<file path="config.mk">
export PLATFORM = sky130hd
export DESIGN_NAME = pdm_demod
export DESIGN_NICKNAME = d
export VERILOG_FILES = /design/src/rtl/pdm_pkg.sv /design/src/rtl/pdm_window_integ.sv /design/src/rtl/pdm_demod.sv
export SDC_FILE = /design/constraint.sdc
export NUM_CORES = 1
export LEC_CHECK = 0
export CAP_MARGIN = 20
export CORE_ASPECT_RATIO = 2
export CORE_MARGIN = 1.5
export CORE_UTILIZATION = 49
export CTS_BUF_LIST = sky130_fd_sc_hd__clkbuf_4
export DETAILED_ROUTE_END_ITERATION = 10
export GPL_TIMING_DRIVEN = 0
export PLACE_DENSITY_LB_ADDON = 0.12
export REMOVE_ABC_BUFFERS = 1
export SLEW_MARGIN = 5
export SYNTH_ARGS = -nofsm -noshare
export SYNTH_HDL_FRONTEND = slang
export SYNTH_HIERARCHICAL = 1
export SYNTH_SLANG_ARGS = --single-unit
</file>
<file path="constraint.sdc">
create_clock -name clk -period 7.8 [get_ports clk]
set_input_delay 1.56 -clock clk [delete_from_list [all_inputs] [get_ports clk]]
set_output_delay 1.56 -clock clk [all_outputs]
set_load 0.05 [all_outputs]
</file>
<file path="src/rtl/pdm_pkg.sv">
// Shared definitions for the PDM modulator/demodulator pair.
package pdm_pkg;

    localparam logic [15:0] MID = 16'h8000;

    typedef logic signed [15:0] pdm_duty_t;

    // Clamp a 17-bit unsigned value to the 16-bit unsigned range.
    function automatic logic [15:0] sat16(input logic [16:0] v);
        return v[16] ? 16'hFFFF : v[15:0];
    endfunction

endpackage

</file>
<file path="src/rtl/pdm_window_integ.sv">
// Front end of the PDM demodulator: synchronizer, sample strobe and
// integrate-and-dump window producing one offset-removed value per window.
module pdm_window_integ
    import pdm_pkg::*;
#(
    parameter int LOG2_WIN = 8
) (
    input  logic      clk,
    input  logic      rst_n,
    input  logic      en,
    input  logic      pdm_in,
    output pdm_duty_t win_val,
    output logic      win_rdy
);

    localparam logic [LOG2_WIN-1:0] CNT_LAST = '1;

    logic                sync1;
    logic                sync2;
    logic                smp;
    logic [LOG2_WIN-1:0] cnt;
    logic [LOG2_WIN:0]   ones;
    logic [LOG2_WIN:0]   raw;
    logic [16:0]         scaled;

    // raw reaches W when every sample is set, so the 17-bit scaled value
    // can overflow 16 bits and must be clamped before the offset is removed.
    always_comb begin
        raw    = ones + {{LOG2_WIN{1'b0}}, sync2};
        scaled = 17'(raw) << (16 - LOG2_WIN);
    end

    always_ff @(posedge clk or negedge rst_n) begin
        if (!rst_n) begin
            sync1   <= 1'b0;
            sync2   <= 1'b0;
            smp     <= 1'b0;
            cnt     <= '0;
            ones    <= '0;
            win_val <= '0;
            win_rdy <= 1'b0;
        end else begin
            sync1 <= pdm_in;
            sync2 <= sync1;
            smp   <= ~smp;
            if (!en) begin
                cnt     <= '0;
                ones    <= '0;
                win_rdy <= 1'b0;
            end else if (smp) begin
                if (cnt == CNT_LAST) begin
                    win_val <= pdm_duty_t'(sat16(scaled) - MID);
                    cnt     <= '0;
                    ones    <= '0;
                    win_rdy <= 1'b1;
                end else begin
                    cnt     <= cnt + 1'b1;
                    ones    <= raw;
                    win_rdy <= 1'b0;
                end
            end else begin
                win_rdy <= 1'b0;
            end
        end
    end

endmodule

</file>
<file path="src/rtl/pdm_demod.sv">
// PDM-to-PCM demodulator: window integrator followed by a four-window
// moving average of the recovered duty values.
module pdm_demod
    import pdm_pkg::*;
#(
    parameter int LOG2_WIN = 8
) (
    input  logic      clk,
    input  logic      rst_n,
    input  logic      en,
    input  logic      pdm_in,
    output pdm_duty_t duty_out,
    output logic      vld
);

    pdm_duty_t          win_val;
    logic               win_rdy;
    pdm_duty_t          hist0;
    pdm_duty_t          hist1;
    pdm_duty_t          hist2;
    logic signed [17:0] sum;

    pdm_window_integ #(
        .LOG2_WIN (LOG2_WIN)
    ) u_integ (
        .clk     (clk),
        .rst_n   (rst_n),
        .en      (en),
        .pdm_in  (pdm_in),
        .win_val (win_val),
        .win_rdy (win_rdy)
    );

    always_comb begin
        sum = {{2{win_val[15]}}, win_val} + {{2{hist0[15]}}, hist0}
            + {{2{hist1[15]}}, hist1}     + {{2{hist2[15]}}, hist2};
    end

    // History and output survive en going low; only reset clears them.
    always_ff @(posedge clk or negedge rst_n) begin
        if (!rst_n) begin
            hist0    <= '0;
            hist1    <= '0;
            hist2    <= '0;
            duty_out <= '0;
            vld      <= 1'b0;
        end else if (win_rdy) begin
            duty_out <= pdm_duty_t'(sum >>> 2);
            hist2    <= hist1;
            hist1    <= hist0;
            hist0    <= win_val;
            vld      <= 1'b1;
        end else begin
            vld <= 1'b0;
        end
    end

endmodule

</file>
==> results.txt <==
status -> complete, no violations
synthesized cell area -> 0.00567 mm2
Max-slew headroom -> 0.512
WL final -> 10800 um
Max Cap Viol -> 0
Post CTS Setup Buffer Count -> 0
unique cell type count in the Yosys netlist -> 64
clock latency on the worst-skew pair -> 0.45 ns
required time at the endpoint of the critical path -> 8.18 ns
Horiz. Die Dim -> 79.1 um
predominant post-synthesis flop cell -> sky130_fd_sc_hd__dfrtp_1
maximum number of buffers from clock root to sink -> 2
data arrival time of the worst path -> 4.52 ns
measured slew at the worst slew-check pin -> 0.729 ns
Internal Power -> 0.000599 W
part of the Yosys area used for sequential elements -> 0.419
CP max stage delay -> 0.79 ns
setup violators final -> 0
GRT Resource Usage Total -> 0.197
clk_skew -> 0.0111 ns
clock power share -> 0.342
post-cts repair resize count -> 0
number of fillers in the final layout -> 1036
Min Clock Period, post-route -> 4.14 ns
number of detailed-routing iterations run before antenna repair -> 4
leak pwr -> 2.76 nW
Synth warnings -> 6
number of placed I/O pins -> 21
unrepaired setup endpoints after global routing -> no
initial antenna violation count -> 1
Remaining Overflow, GRT -> 0
worst reg2reg startpoint -> u_integ/win_val[7]
number of nets with antenna violations after routing -> 0
fraction of layout cells with a size suffix above 1 -> 0.0849
number of DRC violations after detailed-routing iteration 0 -> 189
final slew viol count -> 0
clock root buffer -> sky130_fd_sc_hd__clkbuf_4
Critical Path Fanout Max -> 17
Syn Inst Count -> 580
quantity of I/O buffers inserted on ports -> 20
clock buffers created by TritonCTS -> 9
Site Rows -> 55
slowest cell on the critical path -> sky130_fd_sc_hd__dfrtp_1
share of total power in sequential cells -> 0.634
worst hold-check path type -> flip-flop to flip-flop
DRC -> 0
power per standard cell area -> 130 mW/mm2
largest net degree at the start of global routing -> 77
synth-to-layout area growth -> 6.47%
leading cell type in the layout, fill and taps excluded -> sky130_fd_sc_hd__inv_1
number of enable flip-flop cells after synthesis -> 0
chain of cells forming the critical path -> inv_1, fa_1, inv_1, fa_1, nand2_1, nor2_1, fa_1, a211oi_2, o21ai_1, a21oi_1, nor4_1, or3_1, a31oi_1
Avg Cell Area, Syn -> 9.77 um2
worst hold path startpoint -> u_integ/sync1
number of global-route vias before repair -> 4215
Worst-path clk slew -> 0.14 ns
largest delay contributor family on the critical path -> adder cells
clock tree from TritonCTS -> yes
first-pass GRT wire length -> 18800 um
post-route fraction of the period consumed by the critical path -> 0.530
H-Tree Level Count -> 3
combinational cell fraction of total power -> 0.024
Worst Path Buf+Inv -> 2
maximum ir drop on the vdd rail -> 108 uV
final estimated routing congestion in global placement -> 0.860
#FFs+latches synth -> 95
overall via count from detail_route -> 3885
commonest non-fill, non-tap cells in the layout -> sky130_fd_sc_hd__inv_1, sky130_fd_sc_hd__dfrtp_1, sky130_fd_sc_hd__nand2_1
top cells by area in the synthesized netlist -> sky130_fd_sc_hd__dfrtp_1, sky130_fd_sc_hd__fa_1, sky130_fd_sc_hd__inv_1, sky130_fd_sc_hd__o21ai_0, sky130_fd_sc_hd__nand2_1
startpoint class of the critical path -> flip-flop
Vias per Instance -> 5.31
count of endpoints failing hold in the final timing report -> 0
worst setup slack after placement -> 3.63 ns
category of the critical setup timing path -> flip-flop to flip-flop
kind of capture point of the worst setup path -> flip-flop
Critical path origin -> u_integ/win_val[7]
net switching power -> 0.000183 W
Core Footprint -> 0.0113 mm2
CTS Hold Buffers Added -> 0
Layout Nets -> 640
fraction of power spent switching nets -> 0.234
Total Negative Setup Slacks -> 0 ns
Sinks on Clock Net -> 95
final routed wire length divided by cell count -> 14.7 um
post-synthesis cell type with the largest combined area -> sky130_fd_sc_hd__dfrtp_1
HPWL reported at the end of detailed placement -> 8050 um
initial core utilization -> 0.502
max frequency -> 0.242 GHz
DIE AREA -> 0.0123 mm2
height of the die -> 155 um
Most common cell on crit path -> sky130_fd_sc_hd__fa_1
worst setup margin -> 3.66 ns
top-area cell type share of the netlist area -> 0.419
share of async-settable or async-resettable flops after synthesis -> 1.00
==> registers in the layout (all words and copies together), names as in the netlist <==
name	flops
duty_out	16
hist0	16
hist1	16
hist2	16
u_integ/ones	9
u_integ/win_val	9
u_integ/cnt	8
u_integ/smp	1
u_integ/sync1	1
u_integ/sync2	1
u_integ/win_rdy	1
vld	1
==> worst register-to-register path: stages (launching register included) <==
cell and delay [ns]:
sky130_fd_sc_hd__dfrtp_1 0.79, sky130_fd_sc_hd__inv_1 0.15, sky130_fd_sc_hd__fa_1 0.56, sky130_fd_sc_hd__inv_1 0.05
sky130_fd_sc_hd__fa_1 0.47, sky130_fd_sc_hd__nand2_1 0.08, sky130_fd_sc_hd__nor2_1 0.05, sky130_fd_sc_hd__fa_1 0.44
sky130_fd_sc_hd__a211oi_2 0.26, sky130_fd_sc_hd__o21ai_1 0.16, sky130_fd_sc_hd__a21oi_1 0.37, sky130_fd_sc_hd__nor4_1 0.16
sky130_fd_sc_hd__or3_1 0.34, sky130_fd_sc_hd__a31oi_1 0.18
==> power by group through the flow <==
stage	Combinational [W]	Sequential (W)	Clock, W
after floorplan	0.00000426	0.000505	0
after global placement	0.0000174	0.000505	0
after detailed placement	0.0000196	0.000505	0
after CTS	0.0000197	0.000496	0.000281
after global routing	0.0000218	0.000496	0.000300
final	0.0000186	0.000496	0.000268
==> logic make-up after synthesis <==
kind of cell,count (synthesis),share of synthesized area
mux,17,0.0336
fa+ha+maj,52,0.158
flops,95,0.419
xor+xnor,21,0.0325
compound gates,130,0.140
simple gates,136,0.113
buf+inv,129,0.103
==> stage by stage <==
stage	util	power (W)	cells	cell area (um2)	hold slack, ns
floorplan	-	0.000509	551	5460	0.331
global placement	0.518	0.000522	713	5840	0.342
detailed placement	0.523	0.000524	715	5900	0.337
CTS	0.534	0.000796	731	6030	0.370
global route	0.535	0.000818	732	6030	0.391
finish	0.535	0.000782	732	6030	0.367
==> cell type report <==
class | instances | area (um2) | area share
multi-input combinational | 356 | 2710 | 0.449
sequential | 95 | 2380 | 0.395
inverter | 100 | 377 | 0.0624
timing repair buffer | 22 | 253 | 0.0419
tap | 142 | 178 | 0.0294
clock buffer | 10 | 75.1 | 0.0124
clock inverter | 6 | 60.1 | 0.00995
antenna | 1 | 2.50 | 0.000415
==> worst paths after layout <==
check,end,slack [ns],cells past startpoint
worst max register to register,duty_out[15],3.66,13
worst min-delay path,u_integ/sync2,0.37,0
min in group asynchronous,hist0[4],1.09,1
max in group asynchronous,u_integ/win_rdy,6.04,2
worst min register to register,u_integ/sync2,0.37,0
worst max-delay path,duty_out[15],3.66,13
==> per-layer routing <==
layer  up-vias  global-route usage  wire length, um
met5         -                   0                0
met4         0               0.110              381
met3        25              0.0188              236
met2        68               0.379             6180
met1      1889               0.198             3960
li1       1903                   -                -
==> cell usage after synthesis, types with 2 or more instances <==
cell / count
sky130_fd_sc_hd__or3_1: 3
sky130_fd_sc_hd__a211o_1: 2
sky130_fd_sc_hd__and3_1: 3
sky130_fd_sc_hd__buf_4: 7
sky130_fd_sc_hd__clkbuf_1: 10
sky130_fd_sc_hd__o21ai_1: 3
sky130_fd_sc_hd__a31oi_1: 7
sky130_fd_sc_hd__xnor2_1: 13
sky130_fd_sc_hd__a22o_1: 3
sky130_fd_sc_hd__a21o_1: 4
sky130_fd_sc_hd__a21oi_1: 23
sky130_fd_sc_hd__dfrtp_1: 95
sky130_fd_sc_hd__ha_1: 19
sky130_fd_sc_hd__fa_1: 33
sky130_fd_sc_hd__a32o_1: 2
sky130_fd_sc_hd__nor2_1: 26
sky130_fd_sc_hd__a21oi_2: 2
sky130_fd_sc_hd__mux2_2: 16
sky130_fd_sc_hd__nor3_1: 2
sky130_fd_sc_hd__buf_6: 2
sky130_fd_sc_hd__clkbuf_2: 2
sky130_fd_sc_hd__clkbuf_8: 5
sky130_fd_sc_hd__nand2_1: 66
sky130_fd_sc_hd__nand4b_1: 2
sky130_fd_sc_hd__o21ai_0: 63
sky130_fd_sc_hd__a211oi_1: 4
sky130_fd_sc_hd__buf_2: 2
sky130_fd_sc_hd__inv_1: 99
sky130_fd_sc_hd__nand3_1: 10
sky130_fd_sc_hd__nand4_1: 6
sky130_fd_sc_hd__a41oi_1: 2
sky130_fd_sc_hd__nor4_1: 4
sky130_fd_sc_hd__nand2b_1: 2
sky130_fd_sc_hd__xor2_1: 8
(Power assumes the default switching activity.)
